===== src/rtl/subckt_share_sched_if.sv =====
// Handshake bundle between the stimulus requesters / result consumer and the
// shared sub-circuit scheduler.
interface subckt_share_sched_if #(
  parameter int NREQ = 4,
  parameter int ID_W = 2
);
  logic [NREQ-1:0]   req_valid;
  logic [4*NREQ-1:0] req_op;
  logic [NREQ-1:0]   req_ready;
  logic              rsp_valid;
  logic              rsp_ready;
  logic              rsp_data;
  logic [ID_W-1:0]   rsp_id;

  modport master (
    output req_valid, req_op, rsp_ready,
    input  req_ready, rsp_valid, rsp_data, rsp_id
  );

  modport slave (
    input  req_valid, req_op, rsp_ready,
    output req_ready, rsp_valid, rsp_data, rsp_id
  );
endinterface


===== src/rtl/subckt_share_sched.sv =====
// Round-robin scheduler time-sharing a single instance of the power-benchmark
// sub-circuit f(a,b,c,d) = (a^d) & (a^(b&c)), with activity counters.

module subckt_share_f (
  input  logic [3:0] op,
  output logic       y
);
  // op bit0=a, bit1=b, bit2=c, bit3=d
  assign y = (op[0] ^ op[3]) & (op[0] ^ (op[1] & op[2]));
endmodule

module subckt_share_sched #(
  parameter int NREQ  = 4,
  parameter int ID_W  = 2,
  parameter int CNT_W = 16
) (
  input  logic                 clk,
  input  logic                 rst,
  subckt_share_sched_if.slave  bus,
  output logic                 busy,
  output logic [CNT_W-1:0]     stat_grants,
  output logic [CNT_W-1:0]     stat_toggles
);
  typedef enum logic [1:0] {IDLE, EVAL, HOLD} state_t;

  state_t            state;
  logic [ID_W-1:0]   rr_ptr;
  logic [ID_W-1:0]   id_reg;
  logic [3:0]        op_reg;
  logic              prev_result;
  logic              rsp_valid_q;
  logic              rsp_data_q;
  logic [ID_W-1:0]   rsp_id_q;

  logic              gnt_hit;
  logic [ID_W-1:0]   gnt_idx;
  logic [3:0]        gnt_op;
  logic              f_y;
  int                idx;

  // Search starts one past the last winner so every valid requester is
  // reached within NREQ grants.
  always_comb begin
    gnt_hit = 1'b0;
    gnt_idx = '0;
    idx     = 0;
    for (int k = 1; k <= NREQ; k++) begin
      idx = (int'(rr_ptr) + k) % NREQ;
      if (!gnt_hit && bus.req_valid[ID_W'(idx)]) begin
        gnt_hit = 1'b1;
        gnt_idx = ID_W'(idx);
      end
    end
  end

  assign gnt_op = bus.req_op[4*int'(gnt_idx) +: 4];

  // Grant is visible in the same cycle it is taken; forced low while in reset.
  always_comb begin
    bus.req_ready = '0;
    if (state == IDLE && !rst && gnt_hit)
      bus.req_ready[gnt_idx] = 1'b1;
  end

  subckt_share_f u_f (
    .op (op_reg),
    .y  (f_y)
  );

  always_ff @(posedge clk or posedge rst) begin
    if (rst) begin
      state        <= IDLE;
      rr_ptr       <= ID_W'(NREQ-1);
      id_reg       <= '0;
      op_reg       <= '0;
      prev_result  <= 1'b0;
      rsp_valid_q  <= 1'b0;
      rsp_data_q   <= 1'b0;
      rsp_id_q     <= '0;
      busy         <= 1'b0;
      stat_grants  <= '0;
      stat_toggles <= '0;
    end else begin
      case (state)
        IDLE: begin
          if (gnt_hit) begin
            op_reg <= gnt_op;
            id_reg <= gnt_idx;
            rr_ptr <= gnt_idx;
            busy   <= 1'b1;
            if (stat_grants != '1)
              stat_grants <= stat_grants + CNT_W'(1);
            state  <= EVAL;
          end
        end
        EVAL: begin
          rsp_data_q  <= f_y;
          rsp_id_q    <= id_reg;
          rsp_valid_q <= 1'b1;
          if (f_y != prev_result && stat_toggles != '1)
            stat_toggles <= stat_toggles + CNT_W'(1);
          prev_result <= f_y;
          state       <= HOLD;
        end
        HOLD: begin
          if (bus.rsp_ready) begin
            rsp_valid_q <= 1'b0;
            busy        <= 1'b0;
            state       <= IDLE;
          end
        end
        default: state <= IDLE;
      endcase
    end
  end

  assign bus.rsp_valid = rsp_valid_q;
  assign bus.rsp_data  = rsp_data_q;
  assign bus.rsp_id    = rsp_id_q;
endmodule


===== src/flat_wrapper.sv =====
// flat-port wrapper written by rule: the top's interface ports become plain ports
module subckt_share_sched_flat 
#(
  parameter int NREQ  = 4,
  parameter int ID_W  = 2,
  parameter int CNT_W = 16
)
  (clk, rst, busy, stat_grants, stat_toggles, bus_req_valid, bus_req_op, bus_rsp_ready, bus_req_ready, bus_rsp_valid, bus_rsp_data, bus_rsp_id);
  subckt_share_sched_if #(.NREQ(NREQ), .ID_W(ID_W)) bus_i ();
  input  logic clk;
  input  logic rst;
  output logic busy;
  output logic [CNT_W-1:0] stat_grants;
  output logic [CNT_W-1:0] stat_toggles;
  input wire logic [$bits(bus_i.req_valid)-1:0] bus_req_valid;
  input wire logic [$bits(bus_i.req_op)-1:0] bus_req_op;
  input wire logic [$bits(bus_i.rsp_ready)-1:0] bus_rsp_ready;
  output wire logic [$bits(bus_i.req_ready)-1:0] bus_req_ready;
  output wire logic [$bits(bus_i.rsp_valid)-1:0] bus_rsp_valid;
  output wire logic [$bits(bus_i.rsp_data)-1:0] bus_rsp_data;
  output wire logic [$bits(bus_i.rsp_id)-1:0] bus_rsp_id;
  assign bus_i.req_valid = bus_req_valid;
  assign bus_i.req_op = bus_req_op;
  assign bus_i.rsp_ready = bus_rsp_ready;
  assign bus_req_ready = bus_i.req_ready;
  assign bus_rsp_valid = bus_i.rsp_valid;
  assign bus_rsp_data = bus_i.rsp_data;
  assign bus_rsp_id = bus_i.rsp_id;
  subckt_share_sched #(.NREQ(NREQ), .ID_W(ID_W), .CNT_W(CNT_W)) u_core (.clk(clk), .rst(rst), .bus(bus_i), .busy(busy), .stat_grants(stat_grants), .stat_toggles(stat_toggles));
endmodule

===== config.mk =====
export PLATFORM = sky130hd
export DESIGN_NAME = subckt_share_sched_flat
export DESIGN_NICKNAME = d
export VERILOG_FILES = /design/src/rtl/subckt_share_sched_if.sv /design/src/rtl/subckt_share_sched.sv /design/src/flat_wrapper.sv
export SDC_FILE = /design/constraint.sdc
export NUM_CORES = 1
export LEC_CHECK = 0
export BUFFER_PORTS_ARGS = -buffer_cell sky130_fd_sc_hd__clkbuf_2
export CORE_ASPECT_RATIO = 1.4
export CORE_UTILIZATION = 45
export DETAILED_ROUTE_END_ITERATION = 8
export PLACE_DENSITY = 0.75
export SYNTH_ARGS = -nofsm -noshare
export SYNTH_HDL_FRONTEND = slang
export SYNTH_HIERARCHICAL = 1
export SYNTH_SLANG_ARGS = --single-unit

===== constraint.sdc =====
create_clock -name clk -period 2.6 [get_ports clk]
set_input_delay 0.39 -clock clk [delete_from_list [all_inputs] [get_ports clk]]
set_output_delay 0.39 -clock clk [all_outputs]
set_load 0.01 [all_outputs]

==> summary.md <==
| Metric | Value |
|---|---|
| Maximum clock path buffer count | `2` |
| Antenna diodes | `0` |
| Die area | `roughly 5600 um^2` |
| Number of clock sinks | `47` |
| Effective utilization at floorplan | `roughly 48%` |
| Fin nets | `320` |
| Design Power | `between 2 and 3 mW` |
| Final Cell Area | `2860 um^2` |
| Util after Layout | `between 50% and 60%` |
| Most used DFF post-synth | `dfrtp_1` |
| Largest area contributor in the netlist | `dfrtp_1` |
| DRC violations left | `0` |
| Startpoint Class | `input port` |
| CTS buffer count | `5` |
| Post-synthesis simple-gate area fraction | `a little under a quarter` |
| Launch point of the worst reg-to-reg path | `u_core/op_reg[1]` |
| Final Hold Fails | `0` |
| WP data required | `between 2 and 2.5 ns` |
| Worst Reg2Reg Path Length in Cells | `7` |
| Complex-gate fraction of the synthesized area | `~11%` |
| Outcome | `completed` |
| FF-to-FF setup slack | `0.53 ns` |
| Cells after DPL | `~350` |
| Ratio of cells with drive above 1 in the final layout | `between 30% and 40%` |
| Asr flop ratio synth | `100%` |
| CP startpoint | `bus_req_valid[1]` |
| Measured slew at the worst slew-check pin | `approximately 0.66 ns` |
| Syn Std Cell Area | `roughly 2400 um^2` |
| Antenna violations before repair | `0` |
| Gr ovfl total | `0` |
| Total wire length | `slightly below 5000 um` |
| Port-buffer cells | `63` |
| Slew Limit Fails | `0` |
| Vias | `roughly 1900` |
| Post-synthesis adder-cell area fraction | `about 1.1%` |
| WHS | `0.245 ns` |
| Largest cells by area after synthesis | `dfrtp_1 48%, xnor2_1 5.2%, xor2_1 4.4%, nor2_1 4.1%, nand2_1 2.5%` |
| Core box area | `4950 um^2` |
| Synth warn | `6` |
| Layout area overhead | `21.1%` |
| Share of the synthesized area in the top cell type | `between 40% and 50%` |
| EDFF count, synth | `0` |
| Number of max-cap violations | `0` |
| WL per Instance | `~14 um` |
| Cell area after placement | `around 2800 um^2` |
| Skew-Pair Late Insertion Delay | `0.30 ns` |
| Setup WS pre-CTS | `0.230 ns` |
| Pwr/cell area | `912 nW/um^2` |
| Slew HR | `55.5%` |
| Fin crit share | `94.0%` |
| Final setup vio count | `0` |
| HPWL Detailed | `3690 um` |
| CTS H-tree depth | `2` |
| # rows | `30` |
| Leakage power | `1.34 nW` |
| Setup ws final | `~0.16 ns` |
| Most common cell in the netlist | `dfrtp_1` |
| GP Congestion | `roughly 0.83` |
| Distinct cell type count after synthesis | `47` |
| R2r endpoint | `u_core/stat_toggles[14]` |
| Setup TNS | `0 ns` |
| Drt first pass iters | `4` |
| DIE WIDTH | `between 60 and 70 um` |
| I/O pin count | `64` |
| Routed vias/inst | `about 5.3` |
| Vias in the first global route | `1899` |
| Fin cells | `360` |
| Hold Path Class | `input port to async pin` |
| Critical path capture point | `bus_req_ready[1]` |
| Largest net degree at the start of global routing | `48` |
| Synth Register Bits | `47` |
| Sequential element share of the synthesized area | `between 40% and 50%` |
| CP Class | `input port to output port` |
| Routed Antenna Nets | `0` |
| CTS clk-pin slew, worst paths | `around 0.08 ns` |
| Fin crit period | `about 2.4 ns` |
| FMAX | `409 MHz` |
| Mux share of post-synthesis cell area | `2.86%` |
| Mapped Avg Cell Area | `around 10 um^2` |
| Total track usage | `between 15 and 20%` |
| Syn_nets | `between 200 and 300` |
| Unrepaired setup endpoints after global routing | `no` |
| Crit path capture type | `output port` |
| Top post-synthesis cells by count | `45 x dfrtp_1, 26 x nor2_1, 16 x nand2_1` |
| DIE HEIGHT | `between 80 and 90 um` |
| Skew final | `0.00566 ns` |
| XOR/XNOR Fraction of Synth Area | `a little under 10%` |
| First DRT Iteration DRCs | `94` |
| Clk root buf | `clkbuf_8` |
| Max IR drop VDD | `435 uV` |
| Worst Path Arrival | `2.05 ns` |
| CTS tree | `built` |
| First-pass GRT wire length | `8400 um` |
| Max Fanout on Critical Path | `13` |
| Syn Inst Count | `228` |
| Main combinational cell family by area after synthesis | `simple AND/OR/NAND/NOR gates` |
how the worst min path moves through the flow:
| stage | from | to | slack (ns) |
|---|---|---|---|
| 2_1_floorplan | u_core/id_reg[1] | u_core/id_reg[1] | 0.44 |
| 4_1_cts | rst | u_core/op_reg[0] | 0.27 |
| 3_3_place_gp | u_core/id_reg[1] | u_core/id_reg[1] | 0.47 |
| 3_5_place_dp | u_core/stat_grants[15] | u_core/stat_grants[15] | 0.49 |
| 5_1_grt | bus_rsp_ready | u_core/bus.rsp_valid | 0.29 |
| 6_report | rst | u_core/op_reg[0] | 0.25 |
critical path: stages:
cell and delay (ns):
clkbuf_2 0.11, nor4_1 0.57, or3_4 0.33, clkinvlp_4 0.21
nand2_1 0.23, nor3_1 0.07, clkbuf_2 0.15
layout make-up:
class	instances	area, um^2
Multi-Input combinational cell	169	1140
Tap cell	64	80.1
Timing Repair Buffer	65	330
Sequential cell	47	1180
Clock buffer	8	100
Inverter	7	30.0
Fill cell	465	2090
repair_timing:
action / 4_1_cts / 5_1_grt
resized for setup: 1 / 1
buffers inserted: 0 / 0
hold buffers: 0 / 0
endpoints found under the setup margin: 1 / 1
cells by family after synthesis:
family,after synthesis
compound gates,35
xor+xnor,26
fa+ha+maj,2
buf+inv,12
flops,47
mux,6
simple gates,100
metal layers:
layer	track usage, %	share of wire (%)	vias up
met5	0	0	-
met4	8.88	2.0	0
met3	3.39	3.8	9
met2	35.1	52	55
met1	22.2	42	921
li1	-	-	939
power by group:
group | internal (mW) | total, mW | switching [mW]
Sequential | 0.954 | 1.16 | 0.210
Clock | 0.243 | 0.478 | 0.235
Combinational | 0.441 | 0.970 | 0.529
Total | 1.64 | 2.61 | 0.974
cells in the final DEF (no fill, tap or decap), drive strengths merged, types with 4 or more instances in the layout:
| cell type | Yosys | final |
|---|---|---|
| a21oi | 10 | 10 |
| xor2 | 12 | 12 |
| nand4 | 8 | 8 |
| xnor2 | 14 | 14 |
| nand2 | 16 | 16 |
| mux2 | 6 | 6 |
| nand3 | 11 | 11 |
| a2111oi | 4 | 4 |
| a211oi | 4 | 4 |
| dfrtp | 45 | 45 |
| inv | 7 | 6 |
| clkbuf | 2 | 71 |
| nor3 | 11 | 11 |
| o31a | 4 | 4 |
| nor2 | 29 | 29 |
| nand2b | 5 | 5 |
(Power assumes the default switching activity.)
